$ cat config.mk
export PLATFORM = sky130hd
export DESIGN_NAME = onehot_step_decoder
export DESIGN_NICKNAME = d
export VERILOG_FILES = /design/src/rtl/onehot_step_decoder.sv
export SDC_FILE = /design/constraint.sdc
export NUM_CORES = 1
export LEC_CHECK = 0
export BUFFER_PORTS_ARGS = -buffer_cell sky130_fd_sc_hd__buf_2
export CAP_MARGIN = 20
export CORE_UTILIZATION = 45
export DETAILED_ROUTE_END_ITERATION = 16
export PLACE_DENSITY = 0.81
export SLEW_MARGIN = 30
export SYNTH_ARGS = -nofsm -noshare
export SYNTH_HDL_FRONTEND = slang
export SYNTH_SLANG_ARGS = --single-unit
$ cat constraint.sdc
create_clock -name clock -period 1.67 [get_ports clock]
set_input_delay 0.0835 -clock clock [delete_from_list [all_inputs] [get_ports clock]]
set_output_delay 0.0835 -clock clock [all_outputs]
set_load 0.02 [all_outputs]
$ cat src/rtl/onehot_step_decoder.sv
// Decodes a 4-phase one-hot ring into step/direction pulses with lock and fault tracking.
// Backward stepping is enabled by defining STEP_BACKWARD_EN; otherwise a backward move is a fault.
module onehot_step_decoder (
  input  logic       clock,
  input  logic       reset,
  input  logic       clear,
  input  logic [3:0] phase_in,
  output logic       step,
  output logic       dir,
  output logic       wrap,
  output logic [1:0] index,
  output logic [7:0] step_count,
  output logic       locked,
  output logic       fault,
  output logic [3:0] err_count
);

  typedef enum logic [1:0] {UNSYNC, LOCKED, FAULT} state_t;

  state_t     state_q, state_d;
  logic       step_d, dir_d, wrap_d;
  logic [1:0] index_d;
  logic [7:0] cnt_d;
  logic [3:0] err_d;
  logic [3:0] cand_q, cand_d;
  logic       cand_vld_q, cand_vld_d;
  logic       valid;
  logic [1:0] enc;
  logic [1:0] delta;
  logic       go_fault;

  always_comb begin
    valid = $onehot(phase_in);
    enc   = 2'd0;
    for (int unsigned i = 0; i < 4; i++) begin
      if (phase_in[i]) enc = i[1:0];
    end
    // ring distance from the last accepted phase; modulo-4 via 2-bit wrap
    delta = enc - index;
  end

  always_comb begin
    state_d    = state_q;
    step_d     = 1'b0;
    wrap_d     = 1'b0;
    dir_d      = dir;
    index_d    = index;
    cnt_d      = step_count;
    err_d      = err_count;
    cand_d     = cand_q;
    cand_vld_d = cand_vld_q;
    go_fault   = 1'b0;

    unique case (state_q)
      UNSYNC: begin
        if (valid) begin
          state_d = LOCKED;
          index_d = enc;
        end
      end
      LOCKED: begin
        if (!valid) begin
          go_fault = 1'b1;
        end else begin
          unique case (delta)
            2'd0: ;
            2'd1: begin
              step_d  = 1'b1;
              dir_d   = 1'b1;
              wrap_d  = (enc == 2'd0);
              index_d = enc;
              cnt_d   = step_count + 8'd1;
            end
            2'd3: begin
`ifdef STEP_BACKWARD_EN
              step_d  = 1'b1;
              dir_d   = 1'b0;
              wrap_d  = (enc == 2'd3);
              index_d = enc;
              cnt_d   = step_count - 8'd1;
`else
              go_fault = 1'b1;
`endif
            end
            default: go_fault = 1'b1;
          endcase
        end
      end
      FAULT: begin
        // relock needs two consecutive identical valid samples seen while in FAULT
        if (valid && cand_vld_q && (phase_in == cand_q)) begin
          state_d    = LOCKED;
          index_d    = enc;
          cand_vld_d = 1'b0;
        end else begin
          cand_d     = phase_in;
          cand_vld_d = valid;
        end
      end
      default: state_d = UNSYNC;
    endcase

    if (go_fault) begin
      state_d    = FAULT;
      cand_vld_d = 1'b0;
      err_d      = (err_count == 4'hF) ? err_count : err_count + 4'd1;
    end
  end

  always_ff @(posedge clock or posedge reset) begin
    if (reset) begin
      state_q    <= UNSYNC;
      step       <= 1'b0;
      wrap       <= 1'b0;
      dir        <= 1'b1;
      index      <= '0;
      step_count <= '0;
      err_count  <= '0;
      cand_q     <= '0;
      cand_vld_q <= 1'b0;
    end else if (clear) begin
      state_q    <= UNSYNC;
      step       <= 1'b0;
      wrap       <= 1'b0;
      dir        <= 1'b1;
      index      <= '0;
      step_count <= '0;
      err_count  <= '0;
      cand_q     <= '0;
      cand_vld_q <= 1'b0;
    end else begin
      state_q    <= state_d;
      step       <= step_d;
      wrap       <= wrap_d;
      dir        <= dir_d;
      index      <= index_d;
      step_count <= cnt_d;
      err_count  <= err_d;
      cand_q     <= cand_d;
      cand_vld_q <= cand_vld_d;
    end
  end

  assign locked = (state_q == LOCKED);
  assign fault  = (state_q == FAULT);

endmodule
==> results.cfg <==
[job]
drv_cap = 0

[logic_synthesis]
ys_ff_latch = 23
synth_fa_ha_area_share_pct = 6.50
synth_area_per_cell_um2 = 9.42
synth_ff_type = dfrtp_1
synth_area_leaders = dfrtp_1 45%, xor2_1 6.2%, ha_1 4.9%
netlist_instances = 135
synth_edf_count = 0
async_flop_share_pct = 100
ys_warn_count = 0
synth_top_family_by_area = simple AND/OR/NAND/NOR gates
synth_simple_gate_area_share_pct = 20.4
yosysTopAreaCellShare_pct = 45.3
seq_area_frac_synth_pct = 45.3
synth_xor_xnor_area_share_pct = 10.2
yosysTopAreaCell = dfrtp_1
synth.mux.area_fraction_pct = 0.787
synth_compound_area_share_pct = 12.3
syn_area_um2 = 1270
synth_nets = 148
yosysUniqueCellTypes = 35

[die]
row_count = 18
ios = 26
coreArea_um2 = 2570
dieWidth_um = 55.2
dieArea_um2 = 3040
start_util_pct = 49.5
fp.dieH_um = 55.2

[setup_path]
cp-start-kind = input port
crit_fanout = 3
worstPathCellList = buf_8 -> inv_8 -> fa_1 -> inv_1 -> ha_2 -> ha_4 -> or3b_4 -> or3_1 -> o22ai_2 -> buf_4 -> and3_4 -> nor3_2
reg2reg_setup_slack_ns = -0.20
worst-setup-path-type = in -> reg
rr_worst_depth = 6
cp_slowest_cell = fa_1
cp.arrival_ns = 2.33
r2r_end = index[1]
path_delay_family = adder cells
critical-path-max-stage-delay_ns = 0.53
worst_ep_required_time_ns = 1.87
critPathBufInv = 4
r2r-start = index[0]
crit_path_end_kind = flip-flop

[power]
powerDensity_nw_per_um2 = 786
irDropWorstVdd_uv = 544
p_total_w = 0.00139
p_leak_nw = 0.878

[timing]
max_freq_ghz = 0.471
rsz0062_at_grt = true
layout_setup_ws_ns = -0.454
finalHoldViolCount = 0
skew_ns = 0.00913
fin_crit_ns = 2.12
period_share_pct = 127
setup_viol = 18
finalMaxSlewViolations = 0

[cells_and_area]
fin_area_um2 = 1770
drive_above_1_share_pct = 39.5
final_cell_mix = 23 x dfrtp_1, 23 x buf_4, 22 x buf_2
area_growth_syn_to_layout_pct = 38.9
finalNetCount = 199
num_antenna_cells = 0
layout.cells.non_filler = 215
fin_util_pct = 68.8

[cts]
clk_latency_ns = 0.32
cts_buffers = 3
cts_sinks = 23
cts_tree = yes
clk_path_buf_depth = 2
clk_pin_slew_ns = 0.12
cts-root-buf = clkbuf_4
htree_levels = 1

[drt]
routed_wirelength_um = 3060
antenna_left = 0
routed_via_density = 5.51
drt_pass1_iterations = 6
drc = 0
vias = 1185
drt_iter0_drc = 15
avgRoutedWirePerCell_um = 14.2

[worst_hold_path]
min_path_type = in -> reg
holdPathStages = 4
hold_start = phase_in[1]
min_to = cand_q[1]

[outcome]
violations = setup timing
status = finished with violations

[place]
post_dp_cell_area_um2 = 1580
gp_congestion = 0.869
portBuffers = 24
dpl.hpwl_um = 2070
dp.cells = 203

[global_routing]
overflow = 0
grt_pass1_vias = 1111
grt_pass1_wl_um = 4850
grt_max_degree = 24
track_usage_pct = 23.8
antenna_found_initial = 0
[cells in the mapped netlist (all sizes together), types with 2 or more instances]
master / n
o21a: 2
nor3b: 2
nor2: 11
a21oi: 9
a211oi: 2
xor2: 9
nor3: 9
nand4: 3
o21ai: 2
inv: 9
buf: 2
and3: 4
ha: 5
clkbuf: 2
nand2: 15
dfrtp: 23
nand3: 7
xnor2: 5
[area by class of cell]
cell class | instances | area, um^2
fillers | 200 | 802
flip-flops and latches | 23 | 576
multi-input cells | 99 | 734
inverters | 9 | 41.3
well taps | 30 | 37.5
repair buffers | 50 | 350
clock buffers | 4 | 26.3
[kinds of logic (layout without fill, tap and decap cells)]
kind of cell	after synthesis	after routing
simple gates	54	54
compound gates	23	23
flops	23	23
xor+xnor	14	14
buf+inv	13	63
fa+ha+maj	6	6
other cells	1	1
mux	1	1
[stage by stage]
stage / hold slack (ns) / setup slack, ns / TNS, ns
2_1_floorplan: 0.0854 / -0.664 / -7.26
3_3_place_gp: 0.131 / -0.749 / -10.91
3_5_place_dp: 0.137 / -0.871 / -11.75
4_1_cts: 0.126 / -0.448 / -3.97
5_1_grt: 0.108 / -0.495 / -5.22
6_report: 0.113 / -0.454 / -4.10
[metal layers]
metal,GRT usage [%],vias up,wire (um)
li1,-,563,-
met1,25.6,578,1230
met2,43.0,35,1620
met3,6.28,9,130
met4,11.3,0,81
met5,0,-,0
[registers in the layout (all words and copies together) (netlist names)]
| register | cells |
|---|---|
| step_count | 8 |
| cand_q | 4 |
| err_count | 4 |
| index | 2 |
| state_q | 2 |
| cand_vld_q | 1 |
| step | 1 |
| wrap | 1 |
[how the worst max path moves through the flow]
stage	cells after the start	start	end	slack, ns
after floorplan	11	phase_in[0]	index[0]	-0.66
after global placement	11	phase_in[0]	index[0]	-0.75
after detailed placement	11	phase_in[0]	index[1]	-0.87
after CTS	11	phase_in[0]	index[1]	-0.45
after global routing	11	phase_in[0]	index[1]	-0.49
final	12	phase_in[0]	index[0]	-0.45
[report_power, final]
| group | total, W | internal [W] | leakage (nW) | switching [W] |
|---|---|---|---|---|
| Combinational | 0.000519 | 0.000245 | 0.544 | 0.000274 |
| Clock | 0.000257 | 0.0000936 | 0.0150 | 0.000163 |
| Sequential | 0.000611 | 0.000584 | 0.319 | 0.0000278 |
| Total | 0.00139 | 0.000922 | 0.878 | 0.000465 |
[worst reg2reg max path, cell delays in order, from the launching register on]
cell and delay, ns:
dfrtp_1 0.41, ha_2 0.21, xor2_2 0.18, xnor2_2 0.34, o22ai_2 0.16, buf_4 0.17, a311oi_1 0.30
[what timing repair did]
action	in CTS	in global routing
pin swaps	7	5
endpoints found under the setup margin	18	18
buffers inserted	6	1
endpoints found under the hold margin	23	0
gates resized for setup	15	6
hold buffers	1	0
gates cloned	0	0
(Power assumes the default switching activity.)
